### src/rtl/axis_effect_slot.sv
// Crossfading bypass around one AXIS effect core. The dry path is a FIFO that absorbs the core's latency.
// Latency is core latency + 1. A full dry FIFO stalls the input; a stalled output stops the core drain.
module axis_effect_slot #(
  parameter int DATA_WIDTH   = 32,
  parameter int SAMPLE_WIDTH = 24,
  parameter int GAIN_BITS    = 8,
  parameter int FIFO_DEPTH   = 16
) (
  input  logic                  clk,
  input  logic                  resetn,
  input  logic                  enable,
  input  logic [DATA_WIDTH-1:0] s_axis_data,
  input  logic                  s_axis_valid,
  output logic                  s_axis_ready,
  input  logic                  s_axis_last,
  output logic [DATA_WIDTH-1:0] fx_tx_data,
  output logic                  fx_tx_valid,
  input  logic                  fx_tx_ready,
  output logic                  fx_tx_last,
  input  logic [DATA_WIDTH-1:0] fx_rx_data,
  input  logic                  fx_rx_valid,
  output logic                  fx_rx_ready,
  input  logic                  fx_rx_last,
  output logic [DATA_WIDTH-1:0] m_axis_data,
  output logic                  m_axis_valid,
  input  logic                  m_axis_ready,
  output logic                  m_axis_last,
  output logic [1:0]            state,
  output logic [GAIN_BITS:0]    gain,
  output logic                  framing_err
);

  localparam int AW = $clog2(FIFO_DEPTH);
  localparam int PW = SAMPLE_WIDTH + GAIN_BITS + 2;
  localparam int XS = DATA_WIDTH - SAMPLE_WIDTH;
  localparam logic [GAIN_BITS:0] FULL = {1'b1, {GAIN_BITS{1'b0}}};

  typedef enum logic [1:0] {
    BYPASS   = 2'd0,
    FADE_IN  = 2'd1,
    ACTIVE   = 2'd2,
    FADE_OUT = 2'd3
  } state_t;

  logic [DATA_WIDTH:0]          r_mem [FIFO_DEPTH];
  logic [AW:0]                  r_wr_ptr, r_rd_ptr;
  logic                         w_full, w_empty, w_push, w_pop;
  logic                         w_frame_end, w_step_up, w_step_dn;
  logic [DATA_WIDTH:0]          w_dry_ent;
  logic signed [DATA_WIDTH-1:0] w_wet_x, w_dry_x;
  logic signed [PW-1:0]         w_wet_s, w_dry_s, w_g_s, w_ng_s, w_sum;
  logic [DATA_WIDTH-1:0]        w_mix_dat;
  logic [DATA_WIDTH-1:0]        r_m_data;
  logic                         r_m_valid, r_m_last, r_ferr;
  state_t                       r_state, w_state_nxt;
  logic [GAIN_BITS:0]           r_gain;

  assign w_full  = (r_wr_ptr ^ r_rd_ptr) == {1'b1, {AW{1'b0}}};
  assign w_empty = (r_wr_ptr == r_rd_ptr);

  assign fx_tx_valid  = s_axis_valid & ~w_full;
  assign s_axis_ready = fx_tx_ready & ~w_full;
  assign fx_tx_data   = s_axis_data;
  assign fx_tx_last   = s_axis_last;
  assign fx_rx_ready  = ~w_empty & (~r_m_valid | m_axis_ready);

  assign w_push    = s_axis_valid & s_axis_ready;
  assign w_pop     = fx_rx_valid & fx_rx_ready;
  assign w_dry_ent = r_mem[r_rd_ptr[AW-1:0]];

  always_ff @(posedge clk) begin
    if (w_push) r_mem[r_wr_ptr[AW-1:0]] <= {s_axis_last, s_axis_data};
  end

  always_ff @(posedge clk or negedge resetn) begin
    if (!resetn) begin
      r_wr_ptr <= '0;
      r_rd_ptr <= '0;
    end else begin
      if (w_push) r_wr_ptr <= r_wr_ptr + (AW+1)'(1);
      if (w_pop)  r_rd_ptr <= r_rd_ptr + (AW+1)'(1);
    end
  end

  // Shift up then arithmetic-shift down: sign-extends from SAMPLE_WIDTH regardless of the upper bits.
  assign w_wet_x   = $signed(fx_rx_data << XS) >>> XS;
  assign w_dry_x   = $signed(w_dry_ent[DATA_WIDTH-1:0] << XS) >>> XS;
  assign w_wet_s   = PW'(w_wet_x);
  assign w_dry_s   = PW'(w_dry_x);
  assign w_g_s     = PW'(r_gain);
  assign w_ng_s    = PW'(FULL - r_gain);
  assign w_sum     = w_wet_s * w_g_s + w_dry_s * w_ng_s;
  assign w_mix_dat = DATA_WIDTH'(w_sum >>> GAIN_BITS);

  always_ff @(posedge clk or negedge resetn) begin
    if (!resetn) begin
      r_m_valid <= 1'b0;
      r_m_data  <= '0;
      r_m_last  <= 1'b0;
      r_ferr    <= 1'b0;
    end else begin
      if (w_pop) begin
        r_m_valid <= 1'b1;
        r_m_data  <= w_mix_dat;
        r_m_last  <= w_dry_ent[DATA_WIDTH];
        if (fx_rx_last != w_dry_ent[DATA_WIDTH]) r_ferr <= 1'b1;
      end else if (m_axis_ready) begin
        r_m_valid <= 1'b0;
      end
    end
  end

  assign w_frame_end = w_pop & w_dry_ent[DATA_WIDTH];

  always_ff @(posedge clk or negedge resetn) begin
    if (!resetn) r_state <= BYPASS;
    else         r_state <= w_state_nxt;
  end

  always_comb begin
    w_state_nxt = r_state;
    case (r_state)
      BYPASS:   if (enable) w_state_nxt = FADE_IN;
      FADE_IN:  if (!enable) w_state_nxt = FADE_OUT;
                else if (r_gain == FULL) w_state_nxt = ACTIVE;
      ACTIVE:   if (!enable) w_state_nxt = FADE_OUT;
      FADE_OUT: if (enable) w_state_nxt = FADE_IN;
                else if (r_gain == '0) w_state_nxt = BYPASS;
      default:  w_state_nxt = BYPASS;
    endcase
  end

  // Gain moves only on the last channel of a frame, so both channels share one weight.
  always_comb begin
    w_step_up = 1'b0;
    w_step_dn = 1'b0;
    if (w_frame_end) begin
      case (r_state)
        FADE_IN:  w_step_up = (r_gain != FULL);
        FADE_OUT: w_step_dn = (r_gain != '0);
        default:  ;
      endcase
    end
  end

  always_ff @(posedge clk or negedge resetn) begin
    if (!resetn)        r_gain <= '0;
    else if (w_step_up) r_gain <= r_gain + (GAIN_BITS+1)'(1);
    else if (w_step_dn) r_gain <= r_gain - (GAIN_BITS+1)'(1);
  end

  assign m_axis_data  = r_m_data;
  assign m_axis_valid = r_m_valid;
  assign m_axis_last  = r_m_last;
  assign state        = r_state;
  assign gain         = r_gain;
  assign framing_err  = r_ferr;

endmodule

### config.mk
export PLATFORM = sky130hd
export DESIGN_NAME = axis_effect_slot
export DESIGN_NICKNAME = d
export VERILOG_FILES = /design/src/rtl/axis_effect_slot.sv
export SDC_FILE = /design/constraint.sdc
export NUM_CORES = 2
export LEC_CHECK = 0
export ABC_AREA = 1
export CORE_ASPECT_RATIO = 0.5
export CORE_MARGIN = 2
export CORE_UTILIZATION = 44
export CTS_CLUSTER_DIAMETER = 80
export DETAILED_ROUTE_END_ITERATION = 12
export PLACE_DENSITY = 0.65
export SETUP_SLACK_MARGIN = 0.4
export SLEW_MARGIN = 0
export SYNTH_ARGS = -nofsm -noshare
export SYNTH_HDL_FRONTEND = slang
export SYNTH_SLANG_ARGS = --single-unit
### constraint.sdc
create_clock -name clk -period 10.2 [get_ports clk]
set_clock_uncertainty 0.15 [all_clocks]
set_input_delay 2.04 -clock clk [delete_from_list [all_inputs] [get_ports clk]]
set_output_delay 2.04 -clock clk [all_outputs]
set_load 0.005 [all_outputs]
==> results.md <==
* Status: finished clean
* TritonCTS Buffers at 41
* Final setup TNS at 0 ps
* Synth Area per Inst at 9.95 sq um
* Flop-to-flop setup slack at 1690 ps
* CTS max path bufs at 3
* H-tree Lvls at 2
* Via count at 24200
* CP max-delay cell: dfrtp_4
* Initial core utilization at 0.443
* CP Class: reg2reg
* Syn Nets at 4180
* Required @ worst endpoint at 10550 ps
* FF-to-FF path depth at 26
* End point of the worst hold path: m_axis_data[20]$_DFFE_PN0P_
* Post-synth EDFFs at 400
* Hold depth at 2
* Top cell type by total area after synthesis: edfxtp_1
* Hold_sp: m_axis_data[20]$_DFFE_PN0P_
* Average via count per standard cell at 5.22
* Core ar. at 0.0792 sq mm
* Final hold vios at 0
* Count of different cell masters after synthesis at 48
* Register bit total from synthesis at 450
* Die ar. at 0.0821 sq mm
* Worst path most repeated cell: fa_1
* Area share of the largest cell type after synthesis at 0.342
* Worst-margin pin slew at 1280 ps
* Antenna diodes at 0
* Pin count of the biggest net entering global routing at 129
* IO Count at 155
* Routed Antenna Nets at 0
* Sinks on Clock Net at 450
* Critical Path Fanout Max at 84
* Wire per inst at 19.4 microns
* Layout cells sized above 1 at 0.0553
* 1st-pass router iterations at 6
* Ys flop type: edfxtp_1
* Clock Root Buffer: clkbuf_16
* Final setup fails at 0
* First-pass GRT wire length at 141000 microns
* CP max stage delay at 800 ps
* Ys Warns at 0
* Final min period at 8510 ps
* Height of the die at 204 microns
* Clk_lat worst skew at 620 ps
* Worst Setup End Kind: flop
* Setup bufs post-CTS at 0
* Fin crit share at 0.835
* Grt ovf at 0
* I/O Buffers at 130
* Slew Limit Fails at 0
* Sequential area share after synthesis at 0.378
* Critical Path Start Type: flop
* DRT iter0 DRCs at 2060
* CTS resizes at 0
* Worst r2r dst: m_axis_data[16]$_DFFE_PN0P_
* Cells after Synth at 3527
* RSZ-0062 raised after global routing: no
* DP HPWL at 63900 microns
* Top post-synthesis cells by count: inv_1 (665), nand2_1 (584), fa_1 (445)
* Initial antenna violation count at 0
* Die X at 403 microns
* Most frequent cell after synthesis: inv_1
* CP Data Arrival Time at 8870 ps
* Worst slew margin at 0.145
* Vias in the first global route at 24800
* Layout area overhead at 9.22%
* GRT Util Overall at 0.223
* Detailed-route wire length at 90000 microns
* Row cnt at 73
* Post-Syn Area at 0.0351 sq mm
* CTS Hold Buffers Added at 0
* Hold Path Class: reg2reg
* Maxcap violations at 0
* CTS tree: built
* Nets at 4202
* Achievable Freq at 117 MHz
* Largest cells by area after synthesis: edfxtp_1 (34%), fa_1 (25%), inv_1 (7.1%)
* Clk slew on worst S/H paths at 60 ps
* RePlAce Congestion at 0.918
* Post-synthesis async set-or-reset flop share at 0.111
* R2R Path Start: r_rd_ptr[0]$_DFFE_PN0P_
* # DRC at 0
[cell families (layout without fill, tap and decap cells)]
| kind of cell | Yosys count | in the layout | share of synthesized area |
|---|---|---|---|
| simple gates | 1105 | 1105 | 0.126 |
| buf+inv | 913 | 967 | 0.109 |
| fa+ha+maj | 580 | 580 | 0.302 |
| flops | 450 | 450 | 0.378 |
| compound gates | 439 | 439 | 0.0745 |
| xor+xnor | 40 | 40 | 0.00999 |
[routing by layer]
layer / wire [microns] / track usage / part of all wire / up-vias
met4: 2070 / 0.0556 / 0.023 / 0
met1: 39700 / 0.310 / 0.44 / 12100
li1: - / - / - / 11100
met3: 8270 / 0.0574 / 0.092 / 132
met2: 40000 / 0.351 / 0.44 / 867
met5: 0 / 0 / 0 / -
[cell usage in the layout, fill, tap and decap left out, types with 23 or more instances in the layout]
cell type | netlist | routed
a21oi_1 | 42 | 42
a22o_1 | 23 | 23
buf_4 | 44 | 39
clkbuf_16 | 0 | 41
clkdlybuf4s50_1 | 0 | 129
clkinv_1 | 24 | 29
dfrtp_1 | 50 | 47
edfxtp_1 | 400 | 400
fa_1 | 445 | 445
ha_1 | 135 | 135
inv_1 | 665 | 665
inv_2 | 29 | 28
nand2_1 | 584 | 584
nand2_2 | 25 | 25
nand3_1 | 59 | 59
nor2_1 | 389 | 374
nor2_2 | 11 | 26
o21ai_0 | 228 | 228
o221ai_1 | 33 | 33
o22ai_1 | 60 | 60
[worst max path at each step]
stage,from,endpoint,slack [ps],depth (start not counted)
finish,r_rd_ptr[0]$_DFFE_PN0P_,m_axis_data[16]$_DFFE_PN0P_,1690,26
global placement,fx_rx_data[12],m_axis_data[16]$_DFFE_PN0P_,1490,21
CTS,r_rd_ptr[0]$_DFFE_PN0P_,m_axis_data[16]$_DFFE_PN0P_,1720,27
floorplan,fx_rx_data[12],m_axis_data[16]$_DFFE_PN0P_,2600,21
detailed placement,fx_rx_data[13],m_axis_data[16]$_DFFE_PN0P_,1500,22
global route,r_rd_ptr[0]$_DFFE_PN0P_,m_axis_data[16]$_DFFE_PN0P_,1160,28
[stage by stage]
step | instance area [sq um] | hold slack (ps) | util | instances | setup WS, ps
final | 38300 | 330 | 0.484 | 4631 | 1690
after detailed placement | 37000 | 318 | 0.467 | 4556 | 1500
after CTS | 38300 | 334 | 0.484 | 4631 | 1720
after floorplan | 35100 | 312 | - | 3527 | 2600
after global placement | 37000 | 314 | 0.467 | 4556 | 1490
after global routing | 38300 | 351 | 0.484 | 4631 | 1160
[critical path, delay by kind of cell, from the launching register on]
kind	cells	cell delay, ps
adder cells (fa/ha/maj)	8	3890
AO/OA/AOI/OAI	6	1310
buffers and inverters	6	1290
AND/OR/NAND/NOR	6	920
flip-flops	1	800
[final cells by class]
class | count | area (sq um)
timing repair buffer | 173 | 1670
inverter | 719 | 2700
fill | 7142 | 40900
tap | 1050 | 1310
clock inverter | 22 | 241
clock buffer | 53 | 1070
sequential | 450 | 13300
multi-input combinational | 2164 | 18000
[flip-flops by register name (all words and copies together), names as in the netlist]
name	flops
r_mem	400
m_axis_data	26
gain	9
r_rd_ptr	5
r_wr_ptr	5
state	2
framing_err	1
m_axis_last	1
m_axis_valid	1
Power is left out: the tool's default activity adds up to more than one toggle a clock period on the data nets, which glitch-free logic cannot reach.
